$ cat src/rtl/crc10_frame_pkg.sv
`default_nettype none
// ============================================================================
//  crc10_frame_pkg
//  Shared types for the CRC10 framing stage: FSM states and slip-FIFO entry.
//  Revision: 1.0
// ============================================================================
package crc10_frame_pkg;

    localparam int WORD_W = 62;

    typedef enum logic [1:0] {
        IDLE  = 2'd0,
        FRAME = 2'd1,
        DROP  = 2'd2
    } frame_state_t;

    // abort_after marks a first word that cut the previous frame short
    typedef struct packed {
        logic [WORD_W-1:0] data;
        logic              first;
        logic              tail;
        logic              abort_after;
    } fifo_entry_t;

endpackage
`default_nettype wire

$ cat src/rtl/crc10_slip_fifo.sv
`default_nettype none
// ============================================================================
//  crc10_slip_fifo
//  Small synchronous FIFO that absorbs the idle-cycle slip; push+pop allowed
//  in the same cycle, including when full.
//  Revision: 1.0
// ============================================================================
module crc10_slip_fifo
    import crc10_frame_pkg::*;
#(
    parameter int DEPTH = 3
) (
    input  logic                         clk_390p625M,
    input  logic                         rst_n,
    input  logic                         push,
    input  fifo_entry_t                  push_entry,
    input  logic                         pop,
    output fifo_entry_t                  head,
    output logic                         full,
    output logic                         empty,
    output logic [$clog2(DEPTH+1)-1:0]   level
);

    localparam int PTR_W = (DEPTH > 1) ? $clog2(DEPTH) : 1;
    localparam int LVL_W = $clog2(DEPTH + 1);

    fifo_entry_t        r_mem [DEPTH];
    logic [PTR_W-1:0]   r_wr_ptr;
    logic [PTR_W-1:0]   r_rd_ptr;
    logic [LVL_W-1:0]   r_level;
    logic               w_do_push;
    logic               w_do_pop;

    function automatic logic [PTR_W-1:0] ptr_inc(input logic [PTR_W-1:0] p);
        return (p == PTR_W'(DEPTH - 1)) ? '0 : p + 1'b1;
    endfunction

    assign full      = (r_level == LVL_W'(DEPTH));
    assign empty     = (r_level == '0);
    assign level     = r_level;
    assign head      = r_mem[r_rd_ptr];
    assign w_do_pop  = pop && !empty;
    assign w_do_push = push && (!full || w_do_pop);

    always_ff @(posedge clk_390p625M) begin
        if (w_do_push) begin
            r_mem[r_wr_ptr] <= push_entry;
        end
    end

    always_ff @(posedge clk_390p625M) begin
        if (!rst_n) begin
            r_wr_ptr <= '0;
            r_rd_ptr <= '0;
            r_level  <= '0;
        end else begin
            if (w_do_push) begin
                r_wr_ptr <= ptr_inc(r_wr_ptr);
            end
            if (w_do_pop) begin
                r_rd_ptr <= ptr_inc(r_rd_ptr);
            end
            case ({w_do_push, w_do_pop})
                2'b10:   r_level <= r_level + 1'b1;
                2'b01:   r_level <= r_level - 1'b1;
                default: r_level <= r_level;
            endcase
        end
    end

endmodule
`default_nettype wire

$ cat src/rtl/crc10_frame_ctrl.sv
`default_nettype none
// ============================================================================
//  crc10_frame_ctrl
//  Frames descrambled words for the CRC10 checker: idle cycle after each frame
//  end, slip absorption, abort/drop handling. Statistics counters are built
//  only when CRC10_FRAME_STATS_EN is defined; otherwise they read 0.
//  Revision: 1.0
// ============================================================================
module crc10_frame_ctrl
    import crc10_frame_pkg::*;
#(
    parameter int FRAME_WORDS = 16,
    parameter int SLIP_MAX    = 2,
    parameter int CNT_W       = 22
) (
    input  logic              clk_390p625M,
    input  logic              rst_n,
    input  logic              desc_valid,
    input  logic [WORD_W-1:0] desc_data,
    input  logic              desc_sof,
    output logic              crc10_en,
    output logic [WORD_W-1:0] crc10_data_in,
    output logic              frame_tail_flag,
    output logic [CNT_W-1:0]  frame_cnt,
    output logic [CNT_W-1:0]  abort_cnt,
    output logic [CNT_W-1:0]  drop_cnt
);

    localparam int DEPTH  = SLIP_MAX + 1;
    localparam int WCNT_W = $clog2(FRAME_WORDS + 1);
    localparam int SLIP_W = (SLIP_MAX > 0) ? $clog2(SLIP_MAX + 1) : 1;
    localparam int LVL_W  = $clog2(DEPTH + 1);

    frame_state_t       r_state;
    frame_state_t       w_state_next;
    logic [WCNT_W-1:0]  r_wcnt;
    logic [WCNT_W-1:0]  w_wcnt_next;
    logic [WCNT_W-1:0]  w_wcnt_inc;
    logic [SLIP_W-1:0]  r_slip;
    logic [SLIP_W-1:0]  w_slip_next;
    logic [SLIP_W:0]    w_slip_sum;
    logic               w_slip_full;
    logic               r_prev_en;
    logic               w_push;
    fifo_entry_t        w_entry;
    logic               w_abort;
    logic               w_drop;
    fifo_entry_t        w_head;
    logic               w_full;
    logic               w_empty;
    logic [LVL_W-1:0]   w_level;
    logic               w_bubble;
    logic               w_emit;
    logic               w_unused;

    crc10_slip_fifo #(
        .DEPTH (DEPTH)
    ) u_fifo (
        .clk_390p625M (clk_390p625M),
        .rst_n        (rst_n),
        .push         (w_push),
        .push_entry   (w_entry),
        .pop          (w_emit),
        .head         (w_head),
        .full         (w_full),
        .empty        (w_empty),
        .level        (w_level)
    );

    // A new frame's first word directly behind an emitted word must wait one cycle
    assign w_bubble        = !w_empty && w_head.first && r_prev_en;
    assign w_emit          = !w_empty && !w_bubble;
    assign crc10_en        = w_emit;
    assign crc10_data_in   = w_emit ? w_head.data : '0;
    assign frame_tail_flag = w_emit && w_head.tail;

    // Slip this edge will leave behind; a new frame at that slip has no room for its bubble
    assign w_slip_sum  = {1'b0, r_slip} + {{SLIP_W{1'b0}}, w_bubble};
    assign w_slip_full = (w_slip_sum >= (SLIP_W+1)'(SLIP_MAX));
    assign w_wcnt_inc  = r_wcnt + 1'b1;

    always_comb begin
        w_state_next = r_state;
        w_wcnt_next  = r_wcnt;
        w_push       = 1'b0;
        w_entry      = '{data: desc_data, first: 1'b0, tail: 1'b0, abort_after: 1'b0};
        w_abort      = 1'b0;
        w_drop       = 1'b0;
        if (desc_valid && desc_sof) begin
            w_abort     = (r_state == FRAME);
            w_wcnt_next = WCNT_W'(1);
            if (w_slip_full) begin
                w_drop       = 1'b1;
                w_state_next = DROP;
            end else begin
                w_push              = 1'b1;
                w_entry.first       = 1'b1;
                w_entry.abort_after = (r_state == FRAME);
                w_state_next        = FRAME;
            end
        end else if (desc_valid) begin
            case (r_state)
                FRAME: begin
                    w_push      = 1'b1;
                    w_wcnt_next = w_wcnt_inc;
                    if (w_wcnt_inc == WCNT_W'(FRAME_WORDS)) begin
                        w_entry.tail = 1'b1;
                        w_state_next = IDLE;
                    end
                end
                DROP: begin
                    w_wcnt_next = w_wcnt_inc;
                    if (w_wcnt_inc == WCNT_W'(FRAME_WORDS)) begin
                        w_state_next = IDLE;
                    end
                end
                default: ;
            endcase
        end else begin
            w_abort      = (r_state == FRAME);
            w_state_next = IDLE;
        end
    end

    always_comb begin
        w_slip_next = r_slip;
        if (w_bubble && (r_slip != SLIP_W'(SLIP_MAX))) begin
            w_slip_next = r_slip + 1'b1;
        end else if (w_emit && !w_push && (r_slip != '0)) begin
            w_slip_next = r_slip - 1'b1;
        end
    end

    always_ff @(posedge clk_390p625M) begin
        if (!rst_n) begin
            r_state   <= IDLE;
            r_wcnt    <= '0;
            r_slip    <= '0;
            r_prev_en <= 1'b0;
        end else begin
            r_state   <= w_state_next;
            r_wcnt    <= w_wcnt_next;
            r_slip    <= w_slip_next;
            r_prev_en <= w_emit;
        end
    end

`ifdef CRC10_FRAME_STATS_EN
    logic [CNT_W-1:0] r_frame_cnt;
    logic [CNT_W-1:0] r_abort_cnt;
    logic [CNT_W-1:0] r_drop_cnt;

    always_ff @(posedge clk_390p625M) begin
        if (!rst_n) begin
            r_frame_cnt <= '0;
            r_abort_cnt <= '0;
            r_drop_cnt  <= '0;
        end else begin
            if (w_emit && w_head.tail && !(&r_frame_cnt)) begin
                r_frame_cnt <= r_frame_cnt + 1'b1;
            end
            if (w_abort && !(&r_abort_cnt)) begin
                r_abort_cnt <= r_abort_cnt + 1'b1;
            end
            if (w_drop && !(&r_drop_cnt)) begin
                r_drop_cnt <= r_drop_cnt + 1'b1;
            end
        end
    end

    assign frame_cnt = r_frame_cnt;
    assign abort_cnt = r_abort_cnt;
    assign drop_cnt  = r_drop_cnt;
    assign w_unused  = ^{w_level, w_full, w_head.abort_after};
`else
    assign frame_cnt = '0;
    assign abort_cnt = '0;
    assign drop_cnt  = '0;
    assign w_unused  = ^{w_level, w_full, w_head.abort_after, w_abort, w_drop};
`endif

endmodule
`default_nettype wire

$ cat config.mk
export PLATFORM = sky130hd
export DESIGN_NAME = crc10_frame_ctrl
export DESIGN_NICKNAME = d
export VERILOG_FILES = /design/src/rtl/crc10_frame_pkg.sv /design/src/rtl/crc10_slip_fifo.sv /design/src/rtl/crc10_frame_ctrl.sv
export SDC_FILE = /design/constraint.sdc
export NUM_CORES = 1
export LEC_CHECK = 0
export CORE_UTILIZATION = 30
export CTS_CLUSTER_DIAMETER = 150
export CTS_CLUSTER_SIZE = 14
export DETAILED_ROUTE_END_ITERATION = 7
export GPL_ROUTABILITY_DRIVEN = 0
export PLACE_DENSITY_LB_ADDON = 0.3
export SETUP_SLACK_MARGIN = 0.15
export SLEW_MARGIN = 25
export SYNTH_ARGS = -nofsm -noshare
export SYNTH_HDL_FRONTEND = slang
export SYNTH_SLANG_ARGS = --single-unit
export TNS_END_PERCENT = 30
$ cat constraint.sdc
create_clock -name clk_390p625M -period 11.3 [get_ports clk_390p625M]
set_input_delay 2.26 -clock clk_390p625M [delete_from_list [all_inputs] [get_ports clk_390p625M]]
set_output_delay 2.26 -clock clk_390p625M [all_outputs]
set_load 0.05 [all_outputs]
==> flow_summary_export.csv, run 1 <==
group,metric,value,unit
yosys,synth.avg_cell_area,13.5,µm²
pwr,p_seq_share,36.8,%
timing,setup_tns,0,ps
layout,syn_to_final_growth,22.9,%
place,io_buffers,129,
grt,grt_first_pass_wirelength,25900,µm
yosys,ys_seq_elements,210,
detailed_routing,antenna_left,0,
clocking,cts_tree,"yes",
floorplan,core-area,0.0287,mm²
detailed_routing,drc,0,
yosys,yosys.area_share.simple,8.35,%
yosys,synth-main-ff-cell,"edfxtp_1",
pwr,p_leak,3.68,nW
yosys,synth_edf_count,192,
pwr,power_frac_clock,22.8,%
layout,n_antenna_cell,0,
clocking,htreeDepth,1,
hold_path,hold_path.startpoint,"r_state[0]",
detailed_routing,dr_total_vias,4999,
setup_path,critical_path_arrival,3350,ps
clocking,cts_buffer_depth,3,
timing,hold_viol,0,
pwr,power_frac_comb,40.4,%
hold_path,min_path_type,"reg2reg",
clocking,post_cts_buffers,0,
yosys,synthesis.instances,649,
floorplan,ioPinCount,196,
setup_path,worst_path_largest_cell_delay,840,ps
clocking,path_clk_slew,70,ps
grt,grt_overflow,0,
setup_path,path_cells,"mux2_4 > o211a_1 > or2_4 > nor2_1 > clkdlybuf4s50_1",
clocking,cts_buffers,18,
grt,grt_max_degree,71,
setup_path,cp_max_fo,68,
yosys,yosysUniqueCellTypes,37,
grt,antenna_found_initial,0,
floorplan,fp.dieArea,0.0298,mm²
setup_path,slowest_stage,"clkdlybuf4s50_1",
detailed_routing,routed_wl,16300,µm
grt,grt_pass1_vias,4885,
yosys,synth_compound_area_share,5.01,%
timing,finClkSkew,9.34,ps
flow_run,cap_violations,0,
detailed_routing,vias_per_cell,4.27,
timing,max_freq,178,MHz
floorplan,initial_core_util,30.4,%
layout,nFillCells,2761,
layout,stdcell_count,1170,
yosys,synth_top_family_by_area,"simple AND/OR/NAND/NOR gates",
setup_path,end_kind,"primary output",
clocking,ctsRootBufferMaster,"clkbuf_16",
place,detailed_place_hpwl,9940,µm
detailed_routing,wl_per_cell,13.9,µm
yosys,synth-xor-area-share,0.501,%
yosys,yosys_warnings,0,
place,pre_cts_ws,6050,ps
timing,layout_min_cycle_time,5610,ps
setup_path,cp-start-kind,"flip-flop",
timing,slew_violations,0,
timing,min_period_over_period,49.7,%
pwr,powerDensity,234,mW/mm²
timing,slew_headroom,47.1,%
setup_path,path_delay_family,"buffers and inverters",
floorplan,fp-row-count,62,
yosys,synthAdderAreaFrac,0.687,%
clocking,cts-resized-gates,0,
grt,grtUsageTotal,10.9,%
clocking,clkSinkCount,210,
yosys,synth-async-reset-ratio,0,%
timing,rsz0062_at_grt,"no",
floorplan,fp.dieW,173,µm
setup_path,required,9040,ps
layout,drive_gt1_share,4.45,%
clocking,postCtsHoldBufs,0,
timing,worst_slack,5690,ps
place,dp.cells,1138,
pwr,p_int,1.53,mW
status,outcome,"finished, final reports clean",
pwr,ir_drop,0.108,mV
pwr,switching_share,39.3,%
clocking,insertion_delay,490,ps
yosys,synth_area,0.00874,mm²
floorplan,die_h,173,µm
detailed_routing,firstDrtPassIters,6,
yosys,synthMuxAreaShare,7.98,%
timing,final-setup-viol-count,0,
timing,worstMarginPinSlew,794,ps
layout,nets,844,
pwr,switchingPower,0.990,mW
yosys,ys_seq_area_share,70.1,%
setup_path,path_class,"reg2out",
setup_path,path_buf_inv,1,
detailed_routing,drtIter0Drc,206,
cell usage after synthesis (all sizes together), types with 3 or more instances:
master,number,share of area (%)
nor2b,5,0.36
xor2,4,0.40
inv,4,0.17
a21oi,71,4.1
mux2i,67,7.7
ha,4,0.57
clkbuf,23,0.99
nor2,138,5.9
edfxtp,192,66
o21ai,4,0.23
nand3b,3,0.26
dfxtp,18,4.1
nand3,3,0.17
buf,74,6.2
nand2,11,0.47
nor3b,3,0.26
or3,4,0.29
worst register-to-register path, cell delays in order (launching register included):
cell     delay [ps]
dfxtp_4         760
o211a_1         340
or2_4           680
inv_1           230
ha_1            380
or3_1           350
a21oi_1         140
layout by cell type (no fill, tap or decap), types with 2 or more instances in the layout:
master	netlist	routed
edfxtp_1	192	192
nor2_1	138	138
clkdlybuf4s50_1	0	129
a21oi_1	71	71
mux2i_1	67	67
conb_1	1	66
clkbuf_16	0	19
dfxtp_1	18	16
clkbuf_1	23	13
nand2_1	11	11
buf_4	66	8
nor2b_1	5	5
inv_1	4	4
o21ai_0	4	4
xor2_1	4	4
or3_1	4	4
ha_1	4	4
nand3b_1	3	3
nand3_1	3	3
nand2b_1	2	2
o211a_1	2	2
and2_1	2	2
nor3b_2	0	2
dfxtp_4	0	2
power groups by stage:
stage	registers, mW	logic [mW]	clock network, mW
2_1_floorplan	0.912	0.778	0
3_3_place_gp	0.945	1.03	0
3_5_place_dp	0.948	1.03	0
4_1_cts	0.930	1.04	0.598
5_1_grt	0.935	1.08	0.629
6_report	0.926	1.02	0.573
layout make-up:
class                      instances  area, µm²  share of cell area, %
sequential                       210       6130                   57.1
multi-input combinational        403       2230                   20.8
timing repair buffer             137       1350                   12.6
clock buffer                      32        524                   4.88
tap                              384        480                   4.47
inverter                           4       15.0                  0.140
kinds of logic after synthesis:
family / Yosys count
AO/OA/AOI/OAI: 82
XOR/XNOR: 5
adder cells (fa/ha/maj): 5
buffers and inverters: 101
flip-flops: 210
multiplexers: 69
other: 1
AND/OR/NAND/NOR: 176
per-layer routing:
layer | global-route usage, % | routed length, µm
met5 | 0 | 0
met4 | 2.91 | 280
met3 | 2.42 | 1060
met2 | 18.9 | 8030
met1 | 13.8 | 6950
registers in the layout, indices dropped and copies added (netlist names), named ones only:
| name | flops |
|---|---|
| u_fifo.r_mem | 192 |
| r_wcnt | 5 |
| r_slip | 2 |
| r_state | 2 |
| u_fifo.level | 2 |
| u_fifo.r_rd_ptr | 2 |
| u_fifo.r_wr_ptr | 2 |
| r_prev_en | 1 |
worst paths after layout:
| kind | endpoint | slack (ps) | cells after the start |
|---|---|---|---|
| worst min register to register | r_state[0] | 480 | 2 |
| worst max-delay path | crc10_data_in[16] | 5690 | 5 |
| worst max register to register | u_fifo.level[1] | 8360 | 6 |
| worst min-delay path | r_state[0] | 480 | 2 |
per-stage QoR:
| stage | instance area [µm²] | hold WS, ps | power (mW) | util [%] |
|---|---|---|---|---|
| after floorplan | 8980 | 445 | 1.69 | - |
| after global placement | 10200 | 462 | 1.97 | 35.6 |
| after detailed placement | 10200 | 470 | 1.98 | 35.6 |
| after CTS | 10700 | 480 | 2.56 | 37.4 |
| after global routing | 10700 | 496 | 2.65 | 37.4 |
| final | 10700 | 480 | 2.52 | 37.4 |
Note: power is estimated with default switching activity, not from simulation.
==> run 2: changes to the inputs <==
- clock period: 11.3 -> 4.65 ns (I/O delays scaled with it)
==> run 2 against run 1 <==
- clock power increased by 140%
- sequential share of layout area decreased by 0.093 points
- count of clock-buffer cells in the layout shrank 1
- clock skew up 14 ps
- highest routed layer unchanged
- non-clock buffer count grew 1
- setup slack worse by 5200 ps
- die area unchanged
- combinational power up 150%
- critical path depth unchanged
- routed wire length rose by 1.0%
==> flow_summary_export.csv, run 2 (synthesis gave the netlist of run 1 again) <==
group,metric,value,unit
status,outcome,"finished, final reports clean",
clocking,cts_buffer_depth,3,
floorplan,fp.dieW,173,µm
clocking,cts_buffers,18,
detailed_routing,firstDrtPassIters,4,
place,dp.cells,1139,
setup_path,slowest_stage,"clkdlybuf4s50_1",
grt,antenna_found_initial,0,
hold_path,min_path_type,"reg2reg",
detailed_routing,vias_per_cell,4.25,
timing,finClkSkew,23.4,ps
layout,n_antenna_cell,0,
layout,multiInputGateArea,0.00225,mm²
place,io_buffers,129,
timing,max_freq,241,MHz
floorplan,fp.dieArea,0.0298,mm²
setup_path,required,3720,ps
timing,holdWs,484,ps
clocking,insertion_delay,500,ps
detailed_routing,drc,0,
clocking,cts_tree,"yes",
timing,min_period_over_period,89.1,%
layout,layout_commonest_cell,"edfxtp_1",
layout,final_cell_mix,"edfxtp_1 (192), nor2_1 (138), clkdlybuf4s50_1 (129)",
timing,layout_min_cycle_time,4140,ps
grt,grtUsageTotal,11.0,%
grt,grt_max_degree,69,
grt,grt_first_pass_wirelength,25900,µm
grt,grt_pass1_vias,4807,
place,detailed_place_hpwl,10100,µm
timing,worst_slack,507,ps
grt,grt_overflow,0,
timing,worstMarginPinSlew,970,ps
flow_run,cap_violations,0,
layout,regMostFlops,"u_fifo.r_mem",
clocking,postCtsHoldBufs,0,
timing,rsz0062_at_grt,"no",
floorplan,core-area,0.0287,mm²
layout,fin_util,37.5,%
layout,stdcell_count,1171,
setup_path,end_kind,"primary output",
floorplan,ioPinCount,196,
layout,nFillCells,2787,
setup_path,path_class,"reg2out",
setup_path,cp_max_fo,68,
setup_path,critical_path_arrival,3210,ps
detailed_routing,antenna_left,0,
setup_path,worst_path_largest_cell_delay,840,ps
clocking,htreeDepth,1,
floorplan,die_h,173,µm
timing,final-setup-viol-count,0,
detailed_routing,routed_wl,16500,µm
timing,slew_headroom,35.3,%
pwr,ir_drop,0.245,mV
layout,top_regs,"u_fifo.r_mem x192, r_wcnt x5",
layout,syn_to_final_growth,23.1,%
timing,hold_viol,0,
clocking,post_cts_buffers,0,
clocking,ctsRootBufferMaster,"clkbuf_16",
pwr,powerDensity,567,mW/mm²
clocking,clkSinkCount,210,
detailed_routing,wl_per_cell,14.1,µm
detailed_routing,drtIter0Drc,238,
layout,drive_gt1_share,4.57,%
layout,nets,845,
layout,seq_area,0.00613,mm²
floorplan,initial_core_util,30.4,%
setup_path,path_cells,"mux2_4 > o211a_1 > or2_4 > nor2_1 > clkdlybuf4s50_1",
setup_path,cp-start-kind,"flip-flop",
place,pre_cts_ws,928,ps
layout,largest_reg_flops,192,
clocking,cts-resized-gates,0,
clocking,path_clk_slew,60,ps
pwr,p_leak,3.68,nW
floorplan,fp-row-count,62,
timing,slew_violations,0,
detailed_routing,dr_total_vias,4982,
## run 2: path summary, 6_finish.rpt
check                                start                end  slack [ps]  cells after the start
worst min-delay path            r_state[0]         r_state[0]         480                      2
worst max register to register   flip-flop    u_fifo.level[1]        1810                      6
worst min register to register  r_state[0]         r_state[0]         480                      2
worst max-delay path             flip-flop  crc10_data_in[10]         510                      5
## run 2: worst max-delay path: cells and delay by family (launching register included)
| family | cells | cell delay, ps |
|---|---|---|
| compound gates | 1 | 260 |
| buf+inv | 1 | 840 |
| mux | 1 | 330 |
| simple gates | 2 | 790 |
| flops | 1 | 500 |
## run 2: final cells by class
cell class,count,share of cell area [%]
clock inverter,1,0.151
inverter,4,0.140
timing repair buffer,138,12.6
sequential,210,57.0
multi-input combinational,403,20.9
tap,384,4.47
clock buffer,31,4.64
## run 2: power by group
group	internal (mW)	leakage, nW	switching (mW)	total [mW]
registers	2.15	1.90	0.0738	2.22
logic	0.809	1.53	1.71	2.52
clock network	0.733	0.244	0.624	1.36
total	3.69	3.68	2.41	6.10
## run 2: metrics by stage
stage | setup TNS (ps) | power [mW] | instance area, µm²
finish | 0 | 6.10 | 10800
global route | 0 | 6.41 | 10800
CTS | 0 | 6.20 | 10800
detailed placement | 0 | 4.82 | 10200
global placement | 0 | 4.82 | 10200
floorplan | -40910 | 4.10 | 9000
## run 2: metal layers
metal | share of wire, % | up-vias | track usage [%]
li1 | - | 2442 | -
met1 | 42 | 2359 | 13.7
met2 | 50 | 156 | 19.2
met3 | 5.9 | 25 | 2.57
met4 | 1.8 | 0 | 2.95
met5 | 0 | - | 0
==> run 3: changes to the inputs <==
- RECOVER_POWER: default -> 50
- TNS_END_PERCENT: 30 -> 20
==> run 3 against run 2 <==
- setup slack got worse by 50 ps
- cell count barely moved
- hold slack did not move
- via count rose by 0.44%
- power fell by 0.25%
- critical endpoint unchanged
==> flow_summary_export.csv, run 3 (synthesis gave the netlist of run 1 again) <==
group,metric,value,unit
timing,finClkSkew,24.9,ps
floorplan,ioPinCount,196,
setup_path,cp_max_fo,68,
setup_path,path_delay_family,"buffers and inverters",
setup_path,critical_path_arrival,3260,ps
clocking,htreeDepth,1,
layout,design_area,0.0107,mm²
floorplan,die_h,173,µm
layout,largest_reg_flops,192,
timing,layout_min_cycle_time,4190,ps
hold_path,min_path_type,"reg2reg",
clocking,cts_tree,"yes",
floorplan,initial_core_util,30.4,%
place,detailed_place_hpwl,10100,µm
clocking,path_clk_slew,60,ps
timing,hold_viol,0,
grt,grt_max_degree,69,
pwr,ir_drop,0.244,mV
setup_path,end_kind,"primary output",
setup_path,path_buf_inv,1,
detailed_routing,antenna_left,0,
grt,grt_first_pass_wirelength,25900,µm
place,pre_cts_ws,928,ps
clocking,cts-resized-gates,0,
timing,min_period_over_period,90.2,%
floorplan,fp.dieArea,0.0298,mm²
timing,worstMarginPinSlew,996,ps
layout,stdcell_count,1172,
layout,regMostFlops,"u_fifo.r_mem",
timing,max_freq,239,MHz
timing,rsz0062_at_grt,"no",
setup_path,worst_path_largest_cell_delay,840,ps
timing,setup_tns,0,ps
setup_path,required,3720,ps
flow_run,cap_violations,0,
timing,slew_headroom,33.6,%
setup_path,slowest_stage,"clkdlybuf4s50_1",
grt,grt_pass1_vias,4807,
layout,layout_commonest_cell,"edfxtp_1",
pwr,fin_total_pwr,6.08,mW
detailed_routing,wl_per_cell,14.0,µm
detailed_routing,drc,0,
layout,drive_gt1_share,4.32,%
timing,slew_violations,0,
grt,grtUsageTotal,11.0,%
setup_path,path_cells,"mux2_1 > o211a_1 > or2_4 > nor2_1 > clkdlybuf4s50_1",
place,placed_area,0.0102,mm²
place,dp.cells,1139,
floorplan,fp.dieW,173,µm
clocking,insertion_delay,490,ps
grt,grt_overflow,0,
detailed_routing,firstDrtPassIters,4,
clocking,cts_buffers,18,
place,io_buffers,129,
grt,antenna_found_initial,1,
clocking,postCtsHoldBufs,0,
clocking,clkSinkCount,210,
timing,worst_slack,458,ps
floorplan,fp-row-count,62,
detailed_routing,routed_wl,16400,µm
clocking,ctsRootBufferMaster,"clkbuf_16",
detailed_routing,dr_total_vias,5004,
setup_path,path_class,"reg2out",
layout,syn_to_final_growth,22.9,%
status,outcome,"finished, final reports clean",
pwr,powerDensity,567,mW/mm²
clocking,cts_buffer_depth,3,
detailed_routing,drtIter0Drc,252,
timing,final-setup-viol-count,0,
layout,top_regs,"u_fifo.r_mem x192, r_wcnt x5",
pwr,p_leak,3.69,nW
layout,nets,845,
detailed_routing,vias_per_cell,4.27,
setup_path,cp-start-kind,"flip-flop",
layout,final_cell_mix,"edfxtp_1 (192), nor2_1 (138), a21oi_1 (71)",
floorplan,core-area,0.0287,mm²
clocking,post_cts_buffers,0,
run 3: cell count changes in the layout (fill, tap and decap cells not counted):
| cell | before | now |
|---|---|---|
| clkdlybuf4s50_1 | 129 | 65 |
| dlygate4sd3_1 | 0 | 64 |
| and2_0 | 0 | 2 |
| and2_1 | 2 | 0 |
| buf_4 | 9 | 7 |
| clkbuf_2 | 0 | 2 |
| diode_2 | 0 | 1 |
| mux2_1 | 0 | 1 |
| mux2_4 | 1 | 0 |
| nor3_1 | 1 | 2 |
| nor3_4 | 1 | 0 |
run 3: final timing paths:
| check | endpoint | slack, ps | cells past startpoint | from |
|---|---|---|---|---|
| setup / recovery | crc10_data_in[10] | 460 | 5 | flip-flop |
| hold / removal | r_state[0] | 480 | 2 | r_state[0] |
| setup reg to reg | u_fifo.r_mem[0][30] | 1720 | 8 | r_state[1] |
| hold reg to reg | r_state[0] | 480 | 2 | r_state[0] |
run 3: layout make-up:
| class | instances | area, µm² |
|---|---|---|
| Antenna cell | 1 | 2.50 |
| Fill cell | 2790 | 18000 |
| Timing Repair Buffer | 138 | 1350 |
| Multi-Input combinational cell | 403 | 2240 |
| Clock buffer | 31 | 499 |
| Clock inverter | 1 | 16.3 |
| Tap cell | 384 | 480 |
| Sequential cell | 210 | 6130 |
| Inverter | 4 | 15.0 |
run 3: through the flow:
step	hold WS, ps	util, %
after floorplan	445	-
after global placement	464	35.7
after detailed placement	480	35.7
after CTS	490	37.5
after global routing	514	37.4
final	484	37.4
run 3: routing by layer:
metal | GRT usage, % | vias up | wire, µm
met3 | 2.57 | 22 | 949
met4 | 2.95 | 0 | 291
li1 | - | 2445 | -
met1 | 13.7 | 2378 | 7030
met5 | 0 | - | 0
met2 | 19.2 | 159 | 8170
run 3: worst reg2reg max path, stage by stage (launching register included):
cell,delay [ps]
dfxtp_1,310
inv_1,50
ha_1,170
nand3b_1,130
and2_0,190
maj3_1,350
a21o_1,310
nor3_1,240
clkbuf_2,810
run 3: report_power, final:
part           switching [mW]  internal [mW]
Combinational            1.71          0.794
Clock                   0.624          0.733
Sequential             0.0720           2.15
Total                    2.41           3.67
==> edit 1, RTL diff (flow settings as in run 1) <==
Build with the macro `CRC10_FRAME_STATS_EN` defined.
--- a/src/rtl/crc10_frame_ctrl.sv
+++ b/src/rtl/crc10_frame_ctrl.sv
@@ -6,6 +6,8 @@
 //  only when CRC10_FRAME_STATS_EN is defined; otherwise they read 0.
 //  Revision: 1.0
 // ============================================================================
+`define CRC10_FRAME_STATS_EN
+
 module crc10_frame_ctrl
     import crc10_frame_pkg::*;
 #(
Formal check against the unedited RTL: not equivalent (Yosys sat finds a counterexample within 4 cycles, from zero or initial values and one cycle with rst_n low).
==> edit 1 against run 1 <==
Register-to-register slack improved by 40 ps. Via count is 60% higher. Routed wire length rose by 62%. Sequential share of layout area down 6.3 points. Sequential cell count rose by 66. Synthesized area up 32%. Power grew 16%. Cell area up 37%. Setup slack better by 63 ps. Largest power group is now sequential cells.
==> edit 1: results (changes against run 1) <==
[metrics] fraction of met1 tracks used by global routing: 17.5% (+3.7 points)
[metrics] proportion of synthesized chip area in sequential cells: 64.6% (-5.5 points)
[metrics] clock latency on the worst-skew pair: 520 ps (+30 ps)
[metrics] Port Buf Inserts: 195 (+51%)
[metrics] outcome: finished clean
[metrics] top post-synthesis cells by area: sky130_fd_sc_hd__edfxtp_1, sky130_fd_sc_hd__dfxtp_1, sky130_fd_sc_hd__mux2i_1, sky130_fd_sc_hd__nor2_1, sky130_fd_sc_hd__a21oi_1
[metrics] stage delay of the slowest cell on the critical path: 820 ps (-20 ps)
[metrics] count of cell types in the netlist: 54 (+46%)
[metrics] Cells after DPL: 1,648 (+45%)
[metrics] fraction of final layout cells sized beyond drive strength 1: 4.08% (-0.37 points)
[metrics] drt first-iter violations: 343 (+67%)
[metrics] data arrival at the endpoint of the critical path: 3290 ps (-60 ps)
[metrics] final WL: 26,500 um (+62%)
[metrics] Gate Count Post-Synth: 987 (+52%)
[metrics] Critical Path Fanout Max: 67 (-1.5%)
[metrics] met2 Use GR: 22.3% (+3.4 points)
[metrics] most common library cells after synthesis: sky130_fd_sc_hd__edfxtp_1, sky130_fd_sc_hd__nor2_1, sky130_fd_sc_hd__a21oi_1
[metrics] number of antenna violations at the first check in global routing: 1 (+1)
[metrics] cell leakage power: 0.00479 uW (+30%)
[metrics] largest clock skew in the final design: 22.8 ps (+13.5 ps)
[metrics] half-perimeter wire length after detailed placement: 16,600 um (+67%)
[metrics] worst hold path startpoint: r_state[1]
[metrics] Met1 Wirelength: 12,400 um (+78%)
[metrics] wire length of the first global-routing pass: 41,500 um (+60%)
[metrics] drt pass-1 iters: 4 (-2)
[metrics] Num CTS Buffers: 23 (+5)
[metrics] met3 layer usage reported by global route: 1.98% (-0.44 points)
[metrics] total number of vias: 8,016 (+60%)
[metrics] vias in the first global route: 7,691 (+57%)
[metrics] pin count of the biggest net entering global routing: 103 (+45%)
[metrics] maximum buffer depth of the clock tree: 3 (unchanged)
[metrics] net count of the finished layout: 1,235 (+46%)
[metrics] met2 WL post-DR: 12,400 um (+55%)
[metrics] Worst VDD drop: 0.000107 V (-1.6%)
[metrics] Final Non-Filler Cells: 1,688 (+44%)
==> edit 1: cell families after synthesis <==
logic type               share of synthesized area [%]
AO/OA/AOI/OAI                                     9.38
XOR/XNOR                                         0.836
adder cells (fa/ha/maj)                          0.760
buffers and inverters                             2.37
flip-flops                                        64.6
multiplexers                                      7.09
AND/OR/NAND/NOR                                   14.9
==> edit 1: through the flow <==
| step | worst slack (ps) | power, uW | hold WS [ps] | utilization, % | cell area (um2) |
|---|---|---|---|---|---|
| global route | 5580 | 3060 | 523 | 38.8 | 14700 |
| detailed placement | 6260 | 2200 | 462 | 37.1 | 14000 |
| finish | 5750 | 2910 | 489 | 38.8 | 14700 |
| CTS | 5680 | 2960 | 488 | 38.8 | 14700 |
| floorplan | 3120 | 1870 | 437 | - | 11500 |
| global placement | 6290 | 2200 | 450 | 37.1 | 14000 |
==> edit 1: layout make-up <==
cell class | count | area [um2]
antenna | 1 | 2.50
clock buffer | 38 | 632
fill | 3712 | 23100
sequential | 276 | 7450
multi-input combinational | 641 | 3820
inverter | 16 | 60.1
clock inverter | 1 | 30.0
timing repair buffer | 204 | 2020
tap | 511 | 639
==> edit 1: path summary, 6_finish.rpt <==
path,cells past startpoint,endpoint,slack (ps)
max,5,frame_tail_flag,5750
min,1,r_state[1],490
max reg2reg,5,u_fifo.r_mem[1][11],8400
min reg2reg,1,r_state[1],490
==> edit 1: power breakdown <==
part	internal [uW]	leakage, uW	switching [uW]
Sequential	1120	0.00243	30.3
Combinational	322	0.00204	692
Clock	402	0.000315	344
Total	1840	0.00479	1070
==> edit 1: critical path, delay by kind of cell, from the launching register on <==
kind | cells | cell delay (ps)
flops | 1 | 500
compound gates | 1 | 470
mux | 1 | 340
buf+inv | 2 | 1150
simple gates | 1 | 220
==> edit 2, RTL diff (config.mk and constraints of run 1) <==
Without the edit above. Put a register stage on the outputs `crc10_en`, `crc10_data_in` and `frame_tail_flag`, with the module's reset. The values now appear one clock later. The other outputs are not delayed to match.
--- a/src/rtl/crc10_frame_ctrl.sv
+++ b/src/rtl/crc10_frame_ctrl.sv
@@ -70,9 +70,17 @@
     // A new frame's first word directly behind an emitted word must wait one cycle
     assign w_bubble        = !w_empty && w_head.first && r_prev_en;
     assign w_emit          = !w_empty && !w_bubble;
-    assign crc10_en        = w_emit;
-    assign crc10_data_in   = w_emit ? w_head.data : '0;
-    assign frame_tail_flag = w_emit && w_head.tail;
+    always_ff @(posedge clk_390p625M) begin
+        if (!rst_n) begin
+            crc10_en        <= '0;
+            crc10_data_in   <= '0;
+            frame_tail_flag <= '0;
+        end else begin
+            crc10_en        <= w_emit;
+            crc10_data_in   <= w_emit ? w_head.data : '0;
+            frame_tail_flag <= w_emit && w_head.tail;
+        end
+    end
 
     // Slip this edge will leave behind; a new frame at that slip has no room for its bubble
     assign w_slip_sum  = {1'b0, r_slip} + {{SLIP_W{1'b0}}, w_bubble};
Check against the original RTL: not equivalent (a bounded check fails within 4 cycles, from zero or initial values and one cycle with rst_n low).
==> edit 2 against run 1 <==
Synthesized area rose by 15%. Routed wire length is 8.7% higher. First-iteration DRC count grew 31%. Power increased by 3.1%. Setup slack better by 950 ps. Sequential cell count increased by 63. Cell area is 14% higher.
==> edit 2: results (changes against run 1) <==
[metrics] outcome: finished clean
[metrics] count of cell types in the netlist: 44 (+19%)
[metrics] detailed-route vias per instance: 4.10 (-3.9%)
[metrics] Critical-path top delay cell: sky130_fd_sc_hd__buf_4
[metrics] number of antenna violations at the first check in global routing: 2 (+2)
[metrics] largest clock skew in the final design: 18.1 ps (+8.73 ps)
[metrics] data arrival at the endpoint of the critical path: 4790 ps (+1440 ps)
[metrics] final WL: 17,700 um (+8.7%)
[metrics] GRT Overall Usage: 10.5% (-0.42 points)
[metrics] Cells after DPL: 1,255 (+10%)
[metrics] portion of netlist area occupied by mux cells: 6.71% (-1.3 points)
[metrics] number of fill cells: 3,146 (+14%)
[metrics] vias in the first global route: 5,298 (+8.5%)
[metrics] xor/xnor share of the synthesized area: 0.435% (-0.066 points)
[metrics] power drawn by the clock network: 715 uW (+25%)
[metrics] most common library cells after synthesis: sky130_fd_sc_hd__edfxtp_1, sky130_fd_sc_hd__nor2_1, sky130_fd_sc_hd__dfxtp_1
[metrics] worst hold path startpoint: u_fifo.r_mem[2][44]
[metrics] drt first-iter violations: 270 (+31%)
[metrics] Worst VDD drop: 0.000116 V (+7.0%)
[metrics] wire length of the first global-routing pass: 27,900 um (+7.7%)
[metrics] pre-CTS setup slack: 6140 ps (+85.3 ps)
[metrics] cell leakage power: 0.00423 uW (+15%)
[metrics] drt pass-1 iters: 4 (-2)
[metrics] top post-synthesis cells by area: sky130_fd_sc_hd__edfxtp_1, sky130_fd_sc_hd__dfxtp_1, sky130_fd_sc_hd__mux2i_1, sky130_fd_sc_hd__buf_4, sky130_fd_sc_hd__nor2_1
[metrics] Avg Inst Size Synth: 14.2 um2 (+5.3%)
[metrics] Critical Path Fanout Max: 64 (-5.9%)
[metrics] half-perimeter wire length after detailed placement: 10,700 um (+7.4%)
[metrics] fraction of final layout cells sized beyond drive strength 1: 5.61% (+1.2 points)
[metrics] net count of the finished layout: 908 (+7.6%)
edit 2: final cells by class:
cell class              instances  share of cell area [%]
flip-flops and latches        273                    60.5
multi-input cells             401                    18.5
repair buffers                134                    10.9
clock buffers                  40                    5.23
well taps                     442                    4.53
inverters                       5                   0.154
clock inverters                 2                   0.143
diodes                          1                  0.0205
edit 2: per-layer routing:
layer | track usage (%) | vias up | share of wire [%]
met5 | 0 | - | 0.073
met4 | 2.98 | 2 | 1.9
met3 | 3.20 | 34 | 6.8
met2 | 17.7 | 157 | 47
met1 | 12.9 | 2487 | 44
li1 | - | 2648 | -
edit 2: path summary, 6_finish.rpt:
check                           slack (ps)  cells past startpoint                   to
worst max register to register        8390                      5  u_fifo.r_mem[1][58]
worst min register to register         480                      2    crc10_data_in[41]
worst min-delay path                   480                      2    crc10_data_in[41]
worst max-delay path                  6640                      7  u_fifo.r_mem[1][58]
